--- src/rtl/stream_scalar_pkg.sv ---
// rtl/stream_scalar_pkg.sv - shared types and helpers for the scalar broadcast arbiter
package stream_scalar_pkg;

  typedef enum logic [1:0] {
    ST_IDLE    = 2'd0,
    ST_CAPTURE = 2'd1,
    ST_REPLAY  = 2'd2
  } state_t;

  function automatic int clog2_min1(input int n);
    return (n <= 2) ? 1 : $clog2(n);
  endfunction

endpackage

--- src/rtl/axi_stream_if.sv ---
// rtl/axi_stream_if.sv - scalar stream bundle used for the broadcast output
interface axi_stream_if #(
  parameter int DATA_W = 8
);
  logic [DATA_W-1:0] tdata;
  logic              tvalid;
  logic              tready;
  logic              tlast;

  modport axi_out (output tdata, output tvalid, output tlast, input tready);
  modport axi_in  (input tdata, input tvalid, input tlast, output tready);
endinterface

--- src/rtl/stream_scalar_arb_rr_pick.sv ---
// rtl/stream_scalar_arb_rr_pick.sv - combinational round-robin picker
// Search begins one past the previous winner and wraps modulo NREQ.
module rr_pick #(
  parameter int NREQ = 4,
  parameter int ID_W = 2
) (
  input  logic [NREQ-1:0] req,
  input  logic [ID_W-1:0] last,
  output logic [ID_W-1:0] gnt_idx,
  output logic            any
);

  int w_idx;

  always_comb begin
    gnt_idx = '0;
    any     = 1'b0;
    w_idx   = 0;
    for (int k = 1; k <= NREQ; k++) begin
      w_idx = (int'(last) + k) % NREQ;
      if (!any && req[w_idx[ID_W-1:0]]) begin
        any     = 1'b1;
        gnt_idx = w_idx[ID_W-1:0];
      end
    end
  end

endmodule

--- src/rtl/stream_scalar_arb.sv ---
// rtl/stream_scalar_arb.sv - round-robin scalar capture and DIM1xDIM2 broadcast replay
// Handshake-facing outputs are decoded from registered state only.
module stream_scalar_arb
  import stream_scalar_pkg::*;
#(
  parameter int D_W          = 8,
  parameter int MATRIXSIZE_W = 24,
  parameter int NREQ         = 4,
  parameter int ID_W         = clog2_min1(NREQ)
) (
  input  logic                         clk,
  input  logic                         rst,
  input  logic [NREQ*D_W-1:0]          in_tdata,
  input  logic [NREQ-1:0]              in_tvalid,
  input  logic [NREQ-1:0]              in_tlast,
  output logic [NREQ-1:0]              in_tready,
  input  logic [NREQ*MATRIXSIZE_W-1:0] dim1,
  input  logic [NREQ*MATRIXSIZE_W-1:0] dim2,
  axi_stream_if.axi_out                out_sca,
  output logic [ID_W-1:0]              out_id,
  output logic                         busy
);

  localparam logic [MATRIXSIZE_W-1:0] ONE = MATRIXSIZE_W'(1);

  state_t                  r_state;
  logic [ID_W-1:0]         r_grant;
  logic [ID_W-1:0]         r_last_grant;
  logic [MATRIXSIZE_W-1:0] r_d1;
  logic [MATRIXSIZE_W-1:0] r_d2;
  logic [MATRIXSIZE_W-1:0] r_row;
  logic [MATRIXSIZE_W-1:0] r_col;
  logic [D_W-1:0]          r_scalar;

  logic [ID_W-1:0]         w_pick_idx;
  logic                    w_req_any;
  logic [MATRIXSIZE_W-1:0] w_dim1_sel;
  logic [MATRIXSIZE_W-1:0] w_dim2_sel;
  logic [D_W-1:0]          w_in_data;
  logic                    w_in_last;
  logic                    w_hs_in;
  logic                    w_replay;
  logic                    w_tlast;

  rr_pick #(
    .NREQ (NREQ),
    .ID_W (ID_W)
  ) u_pick (
    .req     (in_tvalid),
    .last    (r_last_grant),
    .gnt_idx (w_pick_idx),
    .any     (w_req_any)
  );

  assign w_dim1_sel = dim1[w_pick_idx*MATRIXSIZE_W +: MATRIXSIZE_W];
  assign w_dim2_sel = dim2[w_pick_idx*MATRIXSIZE_W +: MATRIXSIZE_W];
  assign w_in_data  = in_tdata[r_grant*D_W +: D_W];
  assign w_in_last  = in_tlast[r_grant];
  assign w_hs_in    = (r_state == ST_CAPTURE) && in_tvalid[r_grant];
  assign w_replay   = (r_state == ST_REPLAY);
  assign w_tlast    = (r_col == r_d2 - ONE) && (r_row == r_d1 - ONE);

  assign in_tready      = (r_state == ST_CAPTURE) ? (NREQ'(1) << r_grant) : '0;
  assign out_sca.tvalid = w_replay;
  assign out_sca.tlast  = w_replay && w_tlast;
  assign out_sca.tdata  = w_replay ? r_scalar : '0;
  assign out_id         = r_grant;
  assign busy           = (r_state != ST_IDLE);

  always_ff @(posedge clk or posedge rst) begin
    if (rst) begin
      r_state      <= ST_IDLE;
      r_grant      <= '0;
      r_last_grant <= ID_W'(NREQ - 1);
      r_d1         <= '0;
      r_d2         <= '0;
      r_row        <= '0;
      r_col        <= '0;
      r_scalar     <= '0;
    end else begin
      case (r_state)
        ST_IDLE: begin
          if (w_req_any) begin
            r_grant <= w_pick_idx;
            // Zero-sized dimensions still produce one beat along that axis.
            r_d1    <= (w_dim1_sel == '0) ? ONE : w_dim1_sel;
            r_d2    <= (w_dim2_sel == '0) ? ONE : w_dim2_sel;
            r_state <= ST_CAPTURE;
          end
        end
        ST_CAPTURE: begin
          if (w_hs_in) begin
            r_scalar <= w_in_data;
            if (w_in_last) begin
              r_state <= ST_REPLAY;
            end
          end
        end
        ST_REPLAY: begin
          if (out_sca.tready) begin
            if (w_tlast) begin
              r_row        <= '0;
              r_col        <= '0;
              r_last_grant <= r_grant;
              r_state      <= ST_IDLE;
            end else if (r_col == r_d2 - ONE) begin
              r_col <= '0;
              r_row <= r_row + ONE;
            end else begin
              r_col <= r_col + ONE;
            end
          end
        end
        default: r_state <= ST_IDLE;
      endcase
    end
  end

endmodule
--- src/flat_wrapper.sv ---
// flat-port wrapper written by rule: the top's interface ports become plain ports
module stream_scalar_arb_flat import stream_scalar_pkg::*;
#(
  parameter int D_W          = 8,
  parameter int MATRIXSIZE_W = 24,
  parameter int NREQ         = 4,
  parameter int ID_W         = clog2_min1(NREQ)
)
  (clk, rst, in_tdata, in_tvalid, in_tlast, in_tready, dim1, dim2, out_id, busy, out_sca_tdata, out_sca_tvalid, out_sca_tlast, out_sca_tready);
  axi_stream_if out_sca_i ();
  input  logic clk;
  input  logic rst;
  input  logic [NREQ*D_W-1:0] in_tdata;
  input  logic [NREQ-1:0] in_tvalid;
  input  logic [NREQ-1:0] in_tlast;
  output logic [NREQ-1:0] in_tready;
  input  logic [NREQ*MATRIXSIZE_W-1:0] dim1;
  input  logic [NREQ*MATRIXSIZE_W-1:0] dim2;
  output logic [ID_W-1:0] out_id;
  output logic busy;
  output wire logic [$bits(out_sca_i.tdata)-1:0] out_sca_tdata;
  output wire logic [$bits(out_sca_i.tvalid)-1:0] out_sca_tvalid;
  output wire logic [$bits(out_sca_i.tlast)-1:0] out_sca_tlast;
  input wire logic [$bits(out_sca_i.tready)-1:0] out_sca_tready;
  assign out_sca_tdata = out_sca_i.tdata;
  assign out_sca_tvalid = out_sca_i.tvalid;
  assign out_sca_tlast = out_sca_i.tlast;
  assign out_sca_i.tready = out_sca_tready;
  stream_scalar_arb #(.D_W(D_W), .MATRIXSIZE_W(MATRIXSIZE_W), .NREQ(NREQ), .ID_W(ID_W)) u_core (.clk(clk), .rst(rst), .in_tdata(in_tdata), .in_tvalid(in_tvalid), .in_tlast(in_tlast), .in_tready(in_tready), .dim1(dim1), .dim2(dim2), .out_sca(out_sca_i), .out_id(out_id), .busy(busy));
endmodule
--- config.mk ---
export PLATFORM = sky130hd
export DESIGN_NAME = stream_scalar_arb_flat
export DESIGN_NICKNAME = d
export VERILOG_FILES = /design/src/rtl/stream_scalar_pkg.sv /design/src/rtl/axi_stream_if.sv /design/src/rtl/stream_scalar_arb_rr_pick.sv /design/src/rtl/stream_scalar_arb.sv /design/src/flat_wrapper.sv
export SDC_FILE = /design/constraint.sdc
export NUM_CORES = 1
export LEC_CHECK = 0
export ABC_AREA = 1
export BUFFER_PORTS_ARGS = -buffer_cell sky130_fd_sc_hd__buf_2
export CORE_MARGIN = 2
export CORE_UTILIZATION = 60
export DETAILED_ROUTE_END_ITERATION = 10
export PLACE_DENSITY = 0.88
export SETUP_SLACK_MARGIN = 0.3
export SKIP_CTS_REPAIR_TIMING = 1
export SLEW_MARGIN = 0
export SYNTH_ARGS = -nofsm -noshare
export SYNTH_HDL_FRONTEND = slang
export SYNTH_SLANG_ARGS = --single-unit
--- constraint.sdc ---
create_clock -name clk -period 5.9 [get_ports clk]
set_clock_uncertainty 0.2 [all_clocks]
set_input_delay 0 -clock clk [delete_from_list [all_inputs] [get_ports clk]]
set_output_delay 0 -clock clk [all_outputs]
set_load 0.05 [all_outputs]
==> results of run 1 <==
stage by stage:
| step | setup WS (ns) | power (mW) | util (%) | instance area (um^2) |
|---|---|---|---|---|
| after floorplan | 2.801 | 2.633 | - | 10380 |
| after global placement | 2.427 | 3.059 | 67.66 | 11580 |
| after detailed placement | 2.328 | 3.124 | 67.66 | 11580 |
| after CTS | 2.305 | 3.734 | 69.36 | 11870 |
| after global routing | 1.170 | 4.282 | 75.84 | 12980 |
| final | 1.331 | 4.003 | 75.84 | 12980 |
worst min path at each step:
| stage | slack, ns | cells after the start | to | from |
|---|---|---|---|---|
| final | -0.05 | 7 | u_core.r_d1[1] | dim1[1] |
| after global routing | 0.006 | 7 | u_core.r_d2[12] | dim2[12] |
| after CTS | -0.44 | 2 | u_core.r_col[2] | rst |
| after detailed placement | -0.04 | 2 | u_core.r_col[3] | rst |
| after global placement | -0.05 | 2 | u_core.r_col[2] | rst |
| after floorplan | -0.08 | 2 | u_core.r_last_grant[0] | out_sca_tready |
report_power, final:
| group | internal (mW) | total (mW) | leakage [nW] | switching (mW) |
|---|---|---|---|---|
| logic | 0.809 | 2.13 | 5.40 | 1.33 |
| clock network | 0.298 | 0.614 | 0.144 | 0.316 |
| registers | 0.971 | 1.26 | 1.38 | 0.284 |
logic make-up (layout without fill, tap and decap cells):
kind of cell / Yosys count / in the layout
AND/OR/NAND/NOR: 1120 / 1120
buffers and inverters: 290 / 606
flip-flops: 110 / 110
XOR/XNOR: 105 / 105
AO/OA/AOI/OAI: 64 / 64
adder cells (fa/ha/maj): 4 / 4
other: 0 / 3
final cells by class:
| cell class | instances | area (um^2) |
|---|---|---|
| flip-flops and latches | 110 | 2755 |
| clock inverters | 7 | 66.31 |
| repair buffers | 369 | 2417 |
| fillers | 1257 | 4135 |
| diodes | 3 | 7.507 |
| clock buffers | 9 | 225.2 |
| well taps | 225 | 281.5 |
| inverters | 221 | 839.6 |
| multi-input cells | 1293 | 6389 |
metal layers:
layer  up-vias  share of wire (%)
li1       5938                  -
met3       203                9.8
met2       919                 45
met5         -                  0
met4         0                5.9
met1      5822                 39
cells in the final DEF (no fill, tap or decap), types with 9 or more instances in the layout:
cell type,count
nand2_1,557
buf_2,251
nor2_1,208
inv_1,207
nand3_1,169
dlygate4sd3_1,110
dfrtp_1,108
xor2_1,80
nand3b_1,74
nand4_1,29
o21ai_0,28
nor3_1,26
xnor2_1,25
nor4_1,11
a21oi_1,10
clkbuf_16,9
tightest hold or removal path, delay by kind of cell:
kind,cells,cell delay (ns)
AND/OR/NAND/NOR,4,0.29
buffers and inverters,2,0.11
AO/OA/AOI/OAI,1,0.08
cells in the mapped netlist (14+ instances only):
library cell,number,share of area (%)
buf_2,28,1.4
xor2_1,80,6.8
nand3_1,169,8.2
nand3b_1,74,5.4
dfrtp_1,108,26
xnor2_1,25,2.1
nor2_1,208,7.5
clkbuf_1,21,0.76
buf_6,14,1.5
o21ai_0,28,1.4
nand2_1,557,20
inv_1,208,7.5
nand4_1,29,1.7
nor3_1,26,1.3
registers in the layout (all words and copies together) (netlist names):
name,flops
u_core.r_col,24
u_core.r_d1,24
u_core.r_d2,24
u_core.r_row,24
u_core.r_scalar,8
u_core.out_id,2
u_core.r_last_grant,2
u_core.r_state,2
==> impl_metrics.json, run 1 <==
{
  "muxShareOfSynthArea_pct": 0,
  "die_area_um2": 18360,
  "drtPass1Iterations": 6,
  "whs_ns": -0.05400,
  "crit_arrival_ns": 4.60,
  "ys_types": 45,
  "yosys.area_share.simple_pct": 48.40,
  "grtUsageTotal_pct": 33.82,
  "setup-violations-final": 0,
  "holdCritPathClass": "input port to flip-flop",
  "initial_core_util_pct": 60.62,
  "coreArea_um2": 17120,
  "hold_viol": 13,
  "yosysSeqAreaShare_pct": 26.55,
  "critical_path.startpoint": "u_core.r_last_grant[0]",
  "drtIter0Drc": 1976,
  "synth_edf_count": 0,
  "ant_nets": 0,
  "crit_family": "buffers and inverters",
  "yosysWarnings": 0,
  "worstRegToRegCells": 16,
  "synth_seq_cells": 110,
  "drive_gt1_share_pct": 16.18,
  "maxCapViolations": 0,
  "critPathKind": "flip-flop to flip-flop",
  "p_leak_nw": 6.931,
  "nets": 2243,
  "fin_setup_tns_ns": 0,
  "grt_overflow_total": 0,
  "cts_sinks": 110,
  "cts-htree-levels": 3,
  "fmaxAchievable_mhz": 218.9,
  "synth_top_family_by_area": "simple AND/OR/NAND/NOR gates",
  "routedWlPerCell_um": 15.99,
  "syn2layout_area_growth_pct": 25.11,
  "ys_async_sr_fraction_pct": 100.0,
  "syn-cell-area_um2": 10380,
  "ir_worst_vdd_uv": 203.7,
  "outcome": "finished, violations left",
  "fin_crit_sh_pct": 77.44,
  "synth-xor-area-share_pct": 8.863,
  "gp_congestion": 0.9704,
  "endpoint": "u_core.r_d2[6]",
  "synth-compound-area-share_pct": 3.714,
  "clockBufferDepth": 2,
  "max-slew-margin-rel_pct": 28.85,
  "startpoint_type": "flip-flop",
  "dr_total_vias": 12880,
  "root_buffer": "clkbuf_16",
  "worst-path-buf-inv": 4,
  "first_global_vias": 10520,
  "crit_top_cell": "nand2_1",
  "powerDensity_nw_per_um2": 308.4,
  "fin_cells": 2237,
  "dp_hpwl_um": 24560,
  "synth_flop_cell": "dfrtp_1",
  "cts_buffers": 9,
  "rsz0062_at_grt": "false",
  "cts_tree": "done",
  "grt_use_met3_pct": 4.040,
  "met1_usage_pct": 46.58,
  "cp_max_fo": 57,
  "num_io_pins": 252,
  "reg2reg_setup_slack_ns": 1.33,
  "rows": 48,
  "busiest_layer": "met2",
  "worst-path-stages": 16,
  "clock_latency_ns": 0.37,
  "final.min_clock_period_ns": 4.569,
  "cp-end-kind": "flip-flop",
  "slew_viol_final": 0,
  "timing.rr.end": "u_core.r_d2[6]",
  "fp.dieW_um": 135.5,
  "postSynthCellCount": 1693,
  "cp.required_ns": 5.93,
  "violations": "negative hold slack",
  "io_buffers": 251,
  "antenna_found_initial": 3,
  "drcViolationCount": 0,
  "path_clk_slew_ns": 0.08,
  "critical_path.cell_chain": "inv_4, nand2_1, nand2_1, nand2_1, nand2_2, a21oi_1, nand2_2, nand2_2, buf_4, nand2_1, nand3_1, dlygate4sd3_1, nand2_1, dlygate4sd3_1, nand2_1, o21ai_0",
  "place_inst": 2108,
  "avgSynthCellArea_um2": 6.129,
  "met2_usage_pct": 54.31,
  "tightest_slew_ns": 1.063,
  "drt_wl_total_um": 35770,
  "synth_fa_ha_area_share_pct": 0.4823,
  "slowest_delay_ns": 0.64,
  "reg2reg_from": "u_core.r_last_grant[0]",
  "viasPerCell": 5.759,
  "grt_pass1_wl_um": 49970,
  "synthesis.nets": 1932,
  "grt_max_degree": 94,
  "die_h_um": 135.5,
  "cp_slowest_cell": "dfstp_2"
}
(Power assumes the default switching activity.)
==> run 2, diff against run 1 <==
- CORE_UTILIZATION: 60 -> 56
- PLACE_DENSITY: 0.88 -> 0.83
- clock period: 5.9 -> 4.55 ns (I/O delays scaled with it)
==> run 2 against run 1 <==
The run ends with design-rule violations, negative hold slack left. First-iteration DRC count decreased by 41%. Cell count decreased by 3.0%. Die area increased by 6.9%. Global-route usage decreased by 0.84 points. Highest routed layer is now met5.
==> impl_metrics.json, run 2 (synthesis results as in run 1) <==
{
  "outcome": "finished, violations left",
  "violations": "design-rule violations, negative hold slack",
  "cp.required_ns": 4.58,
  "startpoint_type": "flip-flop",
  "drive_gt1_share_pct": 16.80,
  "dp_hpwl_um": 25670,
  "syn2layout_area_growth_pct": 18.87,
  "powerDensity_nw_per_um2": 415.1,
  "cp_max_fo": 100,
  "holdCritPathClass": "input port to flip-flop",
  "antenna_found_initial": 2,
  "die_h_um": 140.1,
  "cp-end-kind": "flip-flop",
  "num_io_pins": 252,
  "grt_pass1_wl_um": 52410,
  "wl_met1_um": 13390,
  "rsz0062_at_grt": "false",
  "die_area_um2": 19630,
  "multi_input_area_um2": 6406,
  "cts-htree-levels": 3,
  "drt_wl_total_um": 33540,
  "cts_sinks": 110,
  "crit_arrival_ns": 3.99,
  "crit_family": "simple AND/OR/NAND/NOR gates",
  "drtPass1Iterations": 11,
  "initial_core_util_pct": 57.37,
  "p_leak_nw": 6.675,
  "worst-path-buf-inv": 2,
  "fin_setup_tns_ns": 0,
  "dr_wl_met2_um": 15320,
  "coreArea_um2": 18090,
  "ant_nets": 0,
  "final_cell_mix": "nand2_1 (556), buf_2 (251), nor2_1 (208), inv_1 (206), nand3_1 (169)",
  "routedWlPerCell_um": 15.45,
  "path_clk_slew_ns": 0.08,
  "fillers": 1613,
  "cts_tree": "done",
  "clockBufferDepth": 2,
  "hold_viol": 31,
  "seq_area_um2": 2755,
  "rows": 49,
  "drtIter0Drc": 1156,
  "fmaxAchievable_mhz": 252.9,
  "final.min_clock_period_ns": 3.954,
  "max-slew-margin-rel_pct": 28.71,
  "wl_met3_um": 2901,
  "dr_total_vias": 11900,
  "slowest_delay_ns": 0.65,
  "critical_path.cell_chain": "inv_4, nand2_1, nand2_1, nand2_1, nand2_2, nor2_4, nand3_1, nand2_4, nand2_4, nand2_1, nand2_1, nand2_1, nand2_1, dlygate4sd3_1, nand2_1, o21ai_0",
  "cp_slowest_cell": "dfstp_2",
  "setup-violations-final": 0,
  "viasPerCell": 5.483,
  "fp.dieW_um": 140.1,
  "whs_ns": -0.07946,
  "grtUsageTotal_pct": 32.97,
  "drcViolationCount": 15,
  "maxCapViolations": 0,
  "nets": 2175,
  "grt_overflow_total": 0,
  "first_global_vias": 10840,
  "cts_buffers": 9,
  "fin_util_pct": 68.20,
  "crit_top_cell": "nand2_1",
  "fin_cells": 2171,
  "ir_worst_vdd_uv": 200.7,
  "clock_latency_ns": 0.35,
  "io_buffers": 251,
  "root_buffer": "clkbuf_16",
  "place_inst": 2112,
  "final_common_cell": "nand2_1",
  "gp_congestion": 0.9704,
  "fin_crit_sh_pct": 86.91,
  "slew_viol_final": 0,
  "dr.max_layer_used": "met5",
  "tightest_slew_ns": 1.066,
  "grt_max_degree": 101,
  "critPathKind": "flip-flop to flip-flop"
}
## run 2: path summary, 6_finish.rpt
path	startpoint	endpoint	slack (ns)	depth (start not counted)
setup reg to reg	u_core.r_last_grant[0]	u_core.r_d2[12]	0.60	16
hold / removal	dim1[18]	u_core.r_d1[18]	-0.08	7
hold reg to reg	u_core.r_d2[23]	u_core.r_d2[23]	0.31	2
min in group asynchronous	rst	u_core.r_col[16]	0.18	3
setup / recovery	u_core.r_last_grant[0]	u_core.r_d2[12]	0.60	16
max in group asynchronous	rst	u_core.r_last_grant[0]	2.92	4
## run 2: routing by layer
metal | track usage, % | up-vias
li1 | - | 5790
met1 | 41.49 | 5357
met2 | 54.32 | 625
met3 | 4.991 | 130
met4 | 18.87 | 2
met5 | 0 | -
## run 2: metrics by stage
stage	power [mW]	instance area, um^2	worst slack [ns]	hold slack, ns
floorplan	3.415	10380	1.451	-0.08297
global placement	4.024	11600	1.028	0.05480
detailed placement	4.091	11600	0.9589	0.06236
CTS	4.933	11910	0.9145	-0.3149
global route	5.523	12330	0.3471	0.0002056
finish	5.120	12330	0.5958	-0.07946
## run 2: report_power, final
part | internal (mW) | total, mW | leakage, nW | switching (mW)
clock | 0.447 | 0.834 | 0.149 | 0.387
combinational | 0.994 | 2.66 | 5.14 | 1.67
sequential | 1.26 | 1.62 | 1.38 | 0.364
total | 2.70 | 5.12 | 6.67 | 2.42
## run 2: area by class of cell
| type | instances | share of cell area, % |
|---|---|---|
| inverter | 221 | 6.807 |
| tap | 229 | 2.323 |
| sequential | 110 | 22.34 |
| timing repair buffer | 301 | 14.08 |
| clock inverter | 6 | 0.5579 |
| multi-input combinational | 1293 | 51.94 |
| antenna | 1 | 0.02029 |
| clock buffer | 10 | 1.938 |
## run 2: tightest hold or removal path: stages
cell and delay, ns:
buf_2 0.07, inv_1 0.04, nand2_1 0.06, nand3_1 0.06
nand2_1 0.10, nand2_1 0.06, nand2_1 0.05
